## src/rtl/avg_write_sequencer.sv

```systemverilog
// Averaging-opcode to bank write-enable sequencer: issues one group mask per
// accepted beat, either a single group or a sweep up to the last group.
module avg_write_sequencer #(
    parameter int OPW         = 6,
    parameter int NUM_BANKS   = 16,
    parameter int GROUP       = 3,
    parameter int BASE_OPCODE = 32,
    localparam int NUM_GROUPS = (NUM_BANKS + GROUP - 1) / GROUP,
    localparam int GW         = (NUM_GROUPS > 1) ? $clog2(NUM_GROUPS) : 1
) (
    input  logic                 i_clk,
    input  logic                 i_rst,
    input  logic                 i_start,
    input  logic [OPW-1:0]       i_opcode,
    input  logic                 i_sweep,
    input  logic                 i_ready,
    input  logic                 i_flush,
    output logic [NUM_BANKS-1:0] o_selWrite,
    output logic                 o_valid,
    output logic [GW-1:0]        o_group,
    output logic                 o_busy,
    output logic                 o_done,
    output logic                 o_err
);

    typedef enum logic {IDLE, ISSUE} state_t;

    localparam logic [GW-1:0] LAST_G = GW'(NUM_GROUPS - 1);

    state_t                 state_q, state_d;
    logic [GW-1:0]          group_q, group_d;
    logic                   sweep_q, sweep_d;
    logic [NUM_BANKS-1:0]   sel_q, sel_d;
    logic                   done_q, done_d;
    logic                   err_q, err_d;

    logic [OPW:0]           diff;
    logic                   legal;
    logic [GW-1:0]          idx;

    // Banks of the last group beyond NUM_BANKS-1 simply do not exist.
    function automatic logic [NUM_BANKS-1:0] group_mask(input logic [GW-1:0] g);
        logic [NUM_BANKS-1:0] m;
        for (int b = 0; b < NUM_BANKS; b++) begin
            m[b] = ((b / GROUP) == int'(g));
        end
        return m;
    endfunction

    // One extra bit so an opcode below the base wraps to a large value.
    assign diff  = {1'b0, i_opcode} - (OPW+1)'(BASE_OPCODE);
    assign legal = (diff < (OPW+1)'(NUM_GROUPS));
    assign idx   = diff[GW-1:0];

    always_comb begin
        state_d = state_q;
        group_d = group_q;
        sweep_d = sweep_q;
        sel_d   = sel_q;
        done_d  = 1'b0;
        err_d   = 1'b0;
        case (state_q)
            IDLE: begin
                if (!i_flush && i_start) begin
                    if (legal) begin
                        state_d = ISSUE;
                        group_d = idx;
                        sweep_d = i_sweep;
                        sel_d   = group_mask(idx);
                    end else begin
                        err_d = 1'b1;
                    end
                end
            end
            ISSUE: begin
                if (i_flush) begin
                    state_d = IDLE;
                    group_d = '0;
                    sel_d   = '0;
                end else if (i_ready) begin
                    if (sweep_q && (group_q < LAST_G)) begin
                        group_d = group_q + GW'(1);
                        sel_d   = group_mask(group_q + GW'(1));
                    end else begin
                        state_d = IDLE;
                        group_d = '0;
                        sel_d   = '0;
                        done_d  = 1'b1;
                    end
                end
            end
            default: begin
                state_d = IDLE;
                group_d = '0;
                sel_d   = '0;
            end
        endcase
    end

    always_ff @(posedge i_clk) begin
        if (i_rst) begin
            state_q <= IDLE;
            group_q <= '0;
            sweep_q <= 1'b0;
            sel_q   <= '0;
            done_q  <= 1'b0;
            err_q   <= 1'b0;
        end else begin
            state_q <= state_d;
            group_q <= group_d;
            sweep_q <= sweep_d;
            sel_q   <= sel_d;
            done_q  <= done_d;
            err_q   <= err_d;
        end
    end

    assign o_selWrite = sel_q;
    assign o_valid    = (state_q == ISSUE);
    assign o_busy     = (state_q == ISSUE);
    assign o_group    = group_q;
    assign o_done     = done_q;
    assign o_err      = err_q;

endmodule

```

## config.mk

```make
export PLATFORM = sky130hd
export DESIGN_NAME = avg_write_sequencer
export DESIGN_NICKNAME = d
export VERILOG_FILES = /design/src/rtl/avg_write_sequencer.sv
export SDC_FILE = /design/constraint.sdc
export NUM_CORES = 1
export LEC_CHECK = 0
export CORE_ASPECT_RATIO = 1.25
export CORE_MARGIN = 3
export CORE_UTILIZATION = 46
export CTS_BUF_LIST = sky130_fd_sc_hd__clkbuf_2
export DETAILED_ROUTE_END_ITERATION = 8
export PLACE_DENSITY = 0.85
export SYNTH_ARGS = -nofsm -noshare
export SYNTH_HDL_FRONTEND = slang
export SYNTH_SLANG_ARGS = --single-unit
```

## constraint.sdc

```tcl
create_clock -name i_clk -period 4.2 [get_ports i_clk]
set_clock_uncertainty 0.15 [all_clocks]
set_input_delay 1.26 -clock i_clk [delete_from_list [all_inputs] [get_ports i_clk]]
set_output_delay 1.26 -clock i_clk [all_outputs]
set_load 0.01 [all_outputs]
```

==> out/metrics.yaml, run 1 <==
run_status: "complete, no violations"
die_h_um: 53.3
finalHoldViolations: 0
die_area_mm2: 0.00233
nets: 128
rsz0062_at_grt: "no"
drtIter0Drc: 22
peakVddDrop_mv: 0.173
cts_tree: "yes"
drv_slew: 0
grtUsageTotal_pct: 15.6
drive_above_1_share_pct: 14.5
routed_via_density: 5.45
start_util_pct: 50.7
yosysSeqAreaShare_pct: 31.7
wirelength_mm: 1.71
ctsResizeCount: 0
syn_area_um2: 822
crit_path_end_kind: "primary output"
ctsLongestPathBuffers: 2
io_pins: 35
place_congestion: 0.811
grt_pass1_wl_mm: 2.77
leakage_nw: 0.396
synth_nets: 102
comb_power_share_pct: 18.9
post-route-util_pct: 68.1
maxCapViolCount: 0
rows: 16
cts_sinks: 13
ys_seq_elements: 13
dieWidth_um: 43.8
cp_max_fo: 9
slew_headroom_pct: 65.6
critPathArrivalTime_ps: 1400
syn_area_per_cell_um2: 9.67
netlist_instances: 85
cts_hold_buf: 0
coreArea_mm2: 0.00162
worstSetupStartpointType: "flip-flop"
antenna_left: 0
tightestPinTransition_ps: 515
hpwl_mm: 1.32
diodes: 0
p_clk_share_pct: 27.4
final_cell_mix: "34 x clkdlybuf4s50_1, 13 x dfxtp_1, 8 x nor2_1"
clk_latency_ps: 270
grt_pass1_vias: 643
cp.buffers_inverters: 1
grt_max_degree: 14
numCtsBuffers: 3
clkTransAtPathRegs_ps: 120
tns_ps: 0
drc_errors: 0
hold_path.class: "flip-flop to flip-flop"
synthToLayoutAreaGrowth_pct: 34.2
max_stage_delay_ps: 600
antenna_found_initial: 0
switching_share_pct: 26.6
cts_setup_buffers: 0
crit_required_ps: 2790
min_period_ps: 2810
power.density_mw_per_mm2: 218
p_int_mw: 0.177
cpLargestDelayFamily: "buffers and inverters"
htreeDepth: 1
crit_slowest_cell: "clkdlybuf4s50_1"
root_buffer: "clkbuf_2"
portBuffers: 34
grt_overflow_total: 0
synth.distinct_cells: 29
crit_chain: "clkdlybuf4s50_1"
layout_commonest_cell: "clkdlybuf4s50_1"
dr.pass1.iters: 4
vias: 698
seq_power_share_pct: 53.7
critPathKind: "flip-flop to primary output"
yosysWarningCount: 0
clock.fmax_ghz: 0.356
wl_per_cell_um: 13.3
switchingPower_mw: 0.0639
fin_crit_sh_pct: 66.8
setup_viol: 0
cell type report:
class                           instances  area (µm²)
Clock buffer                            4        20.0
Fill cell                             112         518
Inverter                                5        18.8
Multi-Input combinational cell         54         442
Sequential cell                        13         260
Tap cell                               18        22.5
Timing Repair Buffer                   34         340
logic make-up (layout without fill, tap and decap cells):
| family | count (synthesis) | after routing | share of synthesized area (%) |
|---|---|---|---|
| adders and majority gates | 5 | 5 | 7.61 |
| AOI/OAI and AO/OA | 22 | 22 | 25.4 |
| DFF | 13 | 13 | 31.7 |
| buffers and inverters | 18 | 43 | 14.6 |
| xor gates and xnor gates | 1 | 1 | 1.07 |
| and+or+nand+nor | 25 | 25 | 18.4 |
| muxes | 1 | 1 | 1.22 |
through the flow:
stage                     area [µm²]  worst slack [ps]  hold slack (ps)  std cells  total power [mW]
after floorplan                  822              1890              337         85             0.154
after global placement          1080              1230              340        124             0.177
after detailed placement        1080              1180              339        124             0.177
after CTS                       1100              1390              357        128             0.243
after global routing            1100              1320              387        128             0.251
final                           1100              1390              358        128             0.241
state kept, by name (all words and copies together), names as in the netlist:
signal / cells
o_selWrite: 6
o_group: 3
o_busy: 1
o_done: 1
o_err: 1
sweep_q: 1
synthesized netlist by cell type (all sizes together):
| library cell | instances | area, µm² |
|---|---|---|
| a211oi | 8 | 87.6 |
| inv | 5 | 18.8 |
| nor3 | 5 | 30.0 |
| o21ai | 1 | 5.00 |
| nand3b | 2 | 15.0 |
| a221oi | 4 | 35.0 |
| nand3 | 1 | 5.00 |
| xor2 | 1 | 8.76 |
| a31oi | 1 | 12.5 |
| clkbuf | 1 | 3.75 |
| and4 | 1 | 8.76 |
| nor4 | 1 | 6.26 |
| a31o | 1 | 17.5 |
| nor2 | 11 | 48.8 |
| buf | 12 | 97.6 |
| nand2 | 1 | 3.75 |
| and3b | 1 | 8.76 |
| a32oi | 3 | 26.3 |
| a21oi | 2 | 10.0 |
| dfxtp | 13 | 260 |
| o21a | 2 | 15.0 |
| mux2i | 1 | 10.0 |
| ha | 5 | 62.6 |
| nor3b | 2 | 25.0 |
layer usage:
metal / vias to the layer above / part of all wire, % / track usage (%)
li1: 352 / - / -
met1: 310 / 44 / 19.3
met2: 31 / 46 / 26.5
met3: 5 / 7.7 / 2.72
met4: 0 / 1.4 / 6.03
met5: - / 0 / 0
worst register-to-register path, cell delays in order, from the launching register on:
cell and delay (ps):
dfxtp_1 450, ha_1 190, xor2_1 220, nor3b_2 280, a32oi_1 90, a211oi_1 240
worst paths after layout:
check	startpoint	endpoint	slack [ps]	cells past startpoint
hold / removal	o_selWrite[15]$_SDFFE_PP0P_	o_selWrite[15]$_SDFFE_PP0P_	360	2
hold reg to reg	o_selWrite[15]$_SDFFE_PP0P_	o_selWrite[15]$_SDFFE_PP0P_	360	2
setup / recovery	o_busy$_SDFF_PP0_	o_busy	1390	1
setup reg to reg	o_group[1]$_SDFFE_PP0P_	o_selWrite[14]$_SDFFE_PP0P_	2500	5
power groups by stage:
| stage | Clock [mW] | Combinational (mW) | Sequential, mW |
|---|---|---|---|
| after global routing | 0.0726 | 0.0488 | 0.130 |
| after CTS | 0.0685 | 0.0455 | 0.129 |
| after detailed placement | 0 | 0.0451 | 0.132 |
| final | 0.0660 | 0.0455 | 0.129 |
| after global placement | 0 | 0.0448 | 0.132 |
| after floorplan | 0 | 0.0208 | 0.133 |
(Power assumes the default switching activity.)
==> inputs of run 2 (changes only) <==
--- a/config.mk
+++ b/config.mk
@@ -7,10 +7,10 @@
 export LEC_CHECK = 0
 export CORE_ASPECT_RATIO = 1.25
 export CORE_MARGIN = 3
-export CORE_UTILIZATION = 46
+export CORE_UTILIZATION = 43
 export CTS_BUF_LIST = sky130_fd_sc_hd__clkbuf_2
 export DETAILED_ROUTE_END_ITERATION = 8
-export PLACE_DENSITY = 0.85
+export PLACE_DENSITY = 0.8
 export SYNTH_ARGS = -nofsm -noshare
 export SYNTH_HDL_FRONTEND = slang
 export SYNTH_SLANG_ARGS = --single-unit
==> constraint.sdc (replaced) <==
create_clock -name i_clk -period 2.86 [get_ports i_clk]
set_clock_uncertainty 0.15 [all_clocks]
set_input_delay 0.858 -clock i_clk [delete_from_list [all_inputs] [get_ports i_clk]]
set_output_delay 0.858 -clock i_clk [all_outputs]
set_load 0.01 [all_outputs]
==> run 2 against run 1 <==
Combinational power rose by 50%. Clock power up 56%. Critical path depth unchanged. Highest routed layer unchanged. Largest cell class unchanged. Sequential power grew 47%. Routed wire length increased by 9.4%. Flip-flop and latch count did not move. Hold slack improved by 9.3 ps. Final area rose by 0.11%. Die area grew 6.1%.
==> out/metrics.yaml, run 2 (synthesis results as in run 1) <==
run_status: "complete, no violations"
synthToLayoutAreaGrowth_pct: 34.4
crit_slowest_cell: "clkdlybuf4s50_1"
cts_sinks: 13
ctsLongestPathBuffers: 2
grt_overflow_total: 0
wl_per_cell_um: 14.5
reg2reg_depth: 5
cp.buffers_inverters: 1
dieWidth_um: 45.1
root_buffer: "clkbuf_2"
cts_setup_buffers: 0
reg2reg_to: "o_selWrite[14]$_SDFFE_PP0P_"
critPathCapture: "o_busy"
max_stage_delay_ps: 600
numCtsBuffers: 3
final_cell_mix: "34 x clkdlybuf4s50_1, 13 x dfxtp_1, 8 x nor2_1"
vias: 740
reg2reg_slack_ps: 1110
ctsResizeCount: 0
clkTransAtPathRegs_ps: 140
min_period_ps: 2410
largest_reg_flops: 6
crit_start: "o_busy$_SDFF_PP0_"
setup_viol: 0
cts_tree: "yes"
antenna_left: 0
regToRegStartpoint: "o_group[1]$_SDFFE_PP0P_"
clock.fmax_ghz: 0.415
drc_errors: 0
drive_above_1_share_pct: 14.5
hpwl_mm: 1.44
peakVddDrop_mv: 0.231
critPathArrivalTime_ps: 1400
die_area_mm2: 0.00248
cp.depth: 1
rows: 17
crit_required_ps: 1850
diodes: 0
power.density_mw_per_mm2: 327
grtUsageTotal_pct: 16.7
total_power_mw: 0.361
antenna_found_initial: 0
grt_pass1_vias: 671
place_congestion: 0.879
cp_max_fo: 9
nFillCells: 172
io_pins: 35
worstSetupStartpointType: "flip-flop"
crit_path_end_kind: "primary output"
layout_commonest_cell: "clkdlybuf4s50_1"
htreeDepth: 1
wirelength_mm: 1.87
grt_pass1_wl_mm: 2.97
tightestPinTransition_ps: 537
clk_latency_ps: 290
drv_slew: 0
portBuffers: 34
leakage_nw: 0.396
fin_crit_sh_pct: 84.3
nets: 128
hold_path.class: "flip-flop to flip-flop"
crit_chain: "clkdlybuf4s50_1"
critPathKind: "flip-flop to primary output"
start_util_pct: 46.0
cts_hold_buf: 0
drtIter0Drc: 14
maxCapViolCount: 0
routed_via_density: 5.74
coreArea_mm2: 0.00179
tns_ps: 0
slew_headroom_pct: 64.1
finalHoldViolations: 0
die_h_um: 54.9
cpLargestDelayFamily: "buffers and inverters"
rsz0062_at_grt: "no"
grt_max_degree: 14
dr.pass1.iters: 4
## run 2: power by group
group	internal (mW)	total [mW]	switching, mW
Combinational	0.0371	0.0684	0.0314
Sequential	0.185	0.189	0.00405
Clock	0.0371	0.103	0.0658
Total	0.260	0.361	0.101
## run 2: worst min-delay path by stage
| stage | from | to | cells past startpoint |
|---|---|---|---|
| 3_3_place_gp | o_selWrite[15]$_SDFFE_PP0P_ | o_selWrite[15]$_SDFFE_PP0P_ | 2 |
| 3_5_place_dp | o_selWrite[15]$_SDFFE_PP0P_ | o_selWrite[15]$_SDFFE_PP0P_ | 2 |
| 6_report | o_selWrite[15]$_SDFFE_PP0P_ | o_selWrite[15]$_SDFFE_PP0P_ | 2 |
| 2_1_floorplan | sweep_q$_SDFFE_PP0P_ | sweep_q$_SDFFE_PP0P_ | 2 |
| 5_1_grt | o_selWrite[15]$_SDFFE_PP0P_ | o_selWrite[15]$_SDFFE_PP0P_ | 2 |
| 4_1_cts | o_selWrite[15]$_SDFFE_PP0P_ | o_selWrite[15]$_SDFFE_PP0P_ | 2 |
## run 2: stage by stage
stage / hold slack (ps) / cells / utilization [%] / instance area [µm²] / setup slack [ps]
after floorplan: 337 / 85 / - / 822 / 955
after global placement: 351 / 125 / 60.7 / 1080 / 278
after detailed placement: 351 / 125 / 60.7 / 1080 / 208
after CTS: 373 / 129 / 61.8 / 1100 / 442
after global routing: 391 / 129 / 61.8 / 1100 / 375
final: 367 / 129 / 61.8 / 1100 / 449
## run 2: layout make-up
class | count | area, µm² | share of cell area [%]
Timing Repair Buffer | 34 | 340 | 30.8
Inverter | 5 | 18.8 | 1.70
Sequential cell | 13 | 260 | 23.6
Tap cell | 19 | 23.8 | 2.15
Clock buffer | 4 | 20.0 | 1.81
Multi-Input combinational cell | 54 | 442 | 40.0
## run 2: worst reg2reg max path, stage by stage, from the launching register on
cell      delay [ps]
dfxtp_1          440
ha_1             190
xor2_1           210
nor3b_2          320
a32oi_1          120
a211oi_1         250
## run 2: metal layers
metal / vias up / wire length, µm / part of all wire (%) / track usage, %
li1: 353 / - / - / -
met1: 336 / 768 / 41 / 19.3
met2: 45 / 912 / 49 / 28.8
met3: 6 / 150 / 8.0 / 2.96
met4: 0 / 36 / 1.9 / 8.78
met5: - / 0 / 0 / 0
==> inputs of run 3 (changes only) <==
--- a/config.mk
+++ b/config.mk
@@ -7,10 +7,10 @@
 export LEC_CHECK = 0
 export CORE_ASPECT_RATIO = 1.25
 export CORE_MARGIN = 3
-export CORE_UTILIZATION = 43
+export CORE_UTILIZATION = 39
 export CTS_BUF_LIST = sky130_fd_sc_hd__clkbuf_2
 export DETAILED_ROUTE_END_ITERATION = 8
-export PLACE_DENSITY = 0.8
+export PLACE_DENSITY = 0.76
 export SYNTH_ARGS = -nofsm -noshare
 export SYNTH_HDL_FRONTEND = slang
 export SYNTH_SLANG_ARGS = --single-unit
==> constraint.sdc (replaced) <==
create_clock -name i_clk -period 2 [get_ports i_clk]
set_clock_uncertainty 0.15 [all_clocks]
set_input_delay 0.6 -clock i_clk [delete_from_list [all_inputs] [get_ports i_clk]]
set_output_delay 0.6 -clock i_clk [all_outputs]
set_load 0.01 [all_outputs]
==> run 3 against run 2 <==
Clock power is 43% higher. Hold slack worse by 8.7 ps. Combinational power is 67% higher. Count of clock-buffer cells in the layout stayed put. Non-clock buffer count is 7 higher. Final cell count is 6.2% higher. Register-to-register slack worse by 830 ps. Worst setup slack worse by 430 ps. Global-route usage hardly changed. Routed wire length is 25% higher. First-iteration DRC count is 43% higher. Sequential share of layout area is 1.5 points lower.
==> out/metrics.yaml, run 3 (synthesis results as in run 1) <==
cp_max_fo: 7
reg2reg_slack_ps: 280
grt_overflow_total: 0
layout_commonest_cell: "clkdlybuf4s50_1"
min_period_ps: 1980
hold_path.class: "flip-flop to flip-flop"
fin_crit_sh_pct: 98.8
critPathArrivalTime_ps: 2010
peakVddDrop_mv: 0.401
crit_slowest_cell: "clkdlybuf4s50_1"
crit_path_end_kind: "flip-flop"
vias: 797
cts_sinks: 13
wirelength_mm: 2.33
grt_pass1_wl_mm: 3.26
cts_tree: "yes"
largest_reg_flops: 6
die_h_um: 57.3
portBuffers: 34
max_stage_delay_ps: 470
clk_latency_ps: 290
grtUsageTotal_pct: 16.6
ctsLongestPathBuffers: 2
die_area_mm2: 0.00270
grt_max_degree: 12
drc_errors: 0
use_met1_pct: 21.6
dr.pass1.iters: 6
clkTransAtPathRegs_ps: 130
root_buffer: "clkbuf_2"
antenna_left: 0
tns_ps: 0
run_status: "complete, no violations"
slew_headroom_pct: 75.7
routed_via_density: 5.82
cpLargestDelayFamily: "compound AO/OA/AOI/OAI gates"
crit_chain: "clkdlybuf4s50_1 -> a211oi_4 -> a31oi_4 -> a221oi_1 -> nor3_1"
worstSetupStartpointType: "input port"
finalHoldViolations: 0
leakage_nw: 0.678
dieWidth_um: 47.1
wl_per_cell_um: 17.0
crit_required_ps: 2030
total_power_mw: 0.530
drv_slew: 0
cts_hold_buf: 0
nets: 136
met3_usage_pct: 2.84
critPathKind: "input port to flip-flop"
diodes: 0
nFillCells: 144
htreeDepth: 1
start_util_pct: 43.9
synthToLayoutAreaGrowth_pct: 52.5
rows: 17
power.density_mw_per_mm2: 423
tightestPinTransition_ps: 363
final_cell_mix: "20 x clkdlybuf4s50_1, 13 x dlymetal6s2s_1, 8 x nor2_1"
maxCapViolCount: 0
setup_viol: 0
grt_pass1_vias: 692
antenna_found_initial: 0
hpwl_mm: 1.59
drive_above_1_share_pct: 29.7
clock.fmax_ghz: 0.506
numCtsBuffers: 3
use_met2_pct: 26.8
io_pins: 35
busiest_layer: "met2"
coreArea_mm2: 0.00187
cp.buffers_inverters: 1
drtIter0Drc: 20
place_congestion: 0.851
## run 3: cell types whose count changed in the layout (fill, tap and decap cells not counted), sizes merged
cell           change
clkdlybuf4s50     -14
buf                +7
a31o               +1
dlymetal6s2s      +13
dlygate4sd2        +1
## run 3: routing by layer
layer | routed length [µm] | up-vias | part of all wire [%]
li1 | - | 373 | -
met1 | 908 | 378 | 39
met2 | 1220 | 42 | 52
met3 | 182 | 4 | 7.8
met4 | 27 | 0 | 1.2
met5 | 0 | - | 0
## run 3: final timing paths
path | cells past startpoint | end | startpoint
max reg2reg | 5 | o_selWrite[14]$_SDFFE_PP0P_ | o_group[0]$_SDFFE_PP0P_
min | 2 | o_selWrite[15]$_SDFFE_PP0P_ | o_selWrite[15]$_SDFFE_PP0P_
max | 5 | o_selWrite[8]$_SDFFE_PP0P_ | i_opcode[1]
min reg2reg | 2 | o_selWrite[15]$_SDFFE_PP0P_ | o_selWrite[15]$_SDFFE_PP0P_
## run 3: cell type report
class	instances	area [µm²]	share of cell area [%]
Tap cell	19	23.8	1.90
Sequential cell	13	277	22.1
Inverter	5	18.8	1.50
Clock buffer	4	20.0	1.60
Multi-Input combinational cell	55	490	39.1
Timing Repair Buffer	41	424	33.8
## run 3: per-stage QoR
step                      std cells  util, %  area, µm²  hold WS, ps  worst slack [ps]
after floorplan                  85        -        822          337               353
after detailed placement        130     60.0       1120          345              -335
after global routing            137     67.0       1250          388             -9.83
after CTS                       134     62.0       1160          367              4.82
final                           137     67.0       1250          358              23.8
after global placement          130     60.0       1120          345              -269
## run 3: where the power goes
group	leakage [nW]	total (mW)	switching (mW)	internal [mW]
logic	0.551	0.114	0.0530	0.0608
registers	0.110	0.270	0.00585	0.264
clock network	0.0166	0.147	0.0938	0.0530
total	0.678	0.530	0.153	0.378
## run 3: worst min-delay path, delay by kind of cell (launching register included)
| kind | cells | cell delay, ps |
|---|---|---|
| and+or+nand+nor | 2 | 150 |
| DFF | 1 | 330 |
## run 3: timing repair
item / 4_1_cts / 5_1_grt
setup buffers: 0 / 2
cloned: 0 / 1
endpoints found under the setup margin: 14 / 24
pin swaps: 0 / 6
resized for setup: 10 / 21
hold endpoints to repair: 0 / 0
==> RTL change (config.mk and constraints of run 3) <==
Make the reset (`i_rst`) asynchronous in one clocked block.
--- a/src/rtl/avg_write_sequencer.sv
+++ b/src/rtl/avg_write_sequencer.sv
@@ -97,7 +97,7 @@
         endcase
     end
 
-    always_ff @(posedge i_clk) begin
+    always_ff @(posedge i_clk or posedge i_rst) begin
         if (i_rst) begin
             state_q <= IDLE;
             group_q <= '0;
Formal check against the unedited RTL: differs if i_rst is asserted again (counterexample within 4 cycles, from zero or initial values and one cycle with i_rst high); with i_rst held inactive, the same outputs for 10 cycles.
==> RTL change against run 3 <==
Cell area grew 9.1%; worst setup slack gained 0.019 ns; global-route usage fell by 1.0 points; sequential cell count stayed put; synthesized cell count increased by 11%; final cell count up 21%; routed wire length decreased by 7.6%; register-to-register slack worse by 0.05 ns; die area is 10% higher; synthesized area grew 12%; largest cell class is now buffers.
Power is not compared: it rests on default switching activity, and its combinational part moved more than twofold at a synthesized area within 25%.
==> RTL change: results (changes against run 3) <==
worstReg2RegStart: "o_group[0]"
placed_area_mm2: 0.001261  # +12%
synthTopCellsByArea: "dfrtp_1 35%, buf_4 9.8%, ha_1 6.8%, nand2_1 4.9%, o21ai_1 3.3%"
wirelength_mm: 2.156  # -7.6%
yosys-top-cells-count: "13 x dfrtp_1, 12 x buf_4, 12 x nand2_1, 6 x o21ai_1"
cp_data_arrival_time_ns: 1.21  # -0.80 ns
fillers: 200  # +39%
critPathLaunch: "o_selWrite[8]"
gp_congestion: 0.8270  # -2.8%
ys.flop_type: "dfrtp_1"
drtIter0Drc: 23  # +15%
syn_avg_cell_area_um2: 9.783  # +1.2%
hpwl_mm: 1.671  # +4.9%
track_usage_pct: 15.64  # -1.0 points
synth_cell_type_count: 36  # +24%
first_global_vias: 809  # +17%
grt_pass1_wl_mm: 3.484  # +6.8%
path_delay_family: "buffers and inverters"
cts_resized: 5  # -5
grt_max_degree: 14  # +2
combPwrFrac_pct: 49.6
worst_pin_slew_ns: 0.5120  # +0.1492 ns
reg2reg_depth: 6  # +1
final_cells: 166  # +21%
drive_gt1_share_pct: 22.96  # -6.7 points
synth-async-reset-ratio_pct: 100.0  # +100 points
synth_top_area_share_pct: 35.37  # +3.7 points
p_switching_uw: 335.7
status: "finished, final reports clean"
ys_seq_area_share_pct: 35.37  # +3.7 points
worstSetupEndpoint: "o_selWrite[8]"
viasPerCell: 5.060  # -13%
r2r_setup_slack_ns: 0.23  # -0.05 ns
crit_path_max_fanout: 3  # -4
power.leakage_uw: 0.0008395
dr.pass1.iters: 4  # -2
cts_setup_buffers: 4  # +4
cp_slowest_stage_delay_ns: 0.54  # +0.07 ns
-- RTL change: cell count changes after synthesis, moves of 5 or more --
cell and change:
dfrtp_1 +13, dfxtp_1 -13, o21ai_1 +5, nand2_1 +11, nor2_1 -6
-- RTL change: cell type report --
cell class	count	share of cell area, %
clock buffer	4	1.464
inverter	5	1.372
multi-input combinational	62	33.85
sequential	13	23.88
tap	31	2.836
timing repair buffer	51	36.60
-- RTL change: cell families after synthesis --
kind of cell,Yosys count,synth area share (%)
and+or+nand+nor,28,17.55
muxes,3,4.081
xor gates and xnor gates,1,0.9526
adders and majority gates,5,6.803
buffers and inverters,19,14.29
DFF,13,35.37
AOI/OAI and AO/OA,25,20.95
-- RTL change: metal layers --
| layer | vias to the layer above | routed length (um) | global-route usage (%) |
|---|---|---|---|
| li1 | 405 | - | - |
| met1 | 396 | 839 | 16.31 |
| met2 | 34 | 1117 | 28.16 |
| met3 | 5 | 147 | 3.242 |
| met4 | 0 | 52 | 11.07 |
| met5 | - | 0 | 0 |
-- RTL change: stage by stage --
step | setup WS (ns) | util [%] | TNS [ns]
finish | 0.04237 | 61.86 | 0
global route | -0.001969 | 61.86 | -0.001969
CTS | 0.0006392 | 59.14 | 0
detailed placement | -0.2328 | 57.05 | -2.200
global placement | -0.1959 | 57.05 | -1.743
floorplan | 0.3453 | - | 0
-- RTL change: how the worst min path moves through the flow --
stage,from,endpoint,slack (ns),cells after the start
floorplan,i_rst,o_busy,0.33,1
global route,o_selWrite[15],o_selWrite[15],0.43,1
global placement,o_selWrite[15],o_selWrite[15],0.35,1
finish,o_selWrite[15],o_selWrite[15],0.38,1
CTS,o_selWrite[15],o_selWrite[15],0.39,1
detailed placement,o_selWrite[15],o_selWrite[15],0.36,1
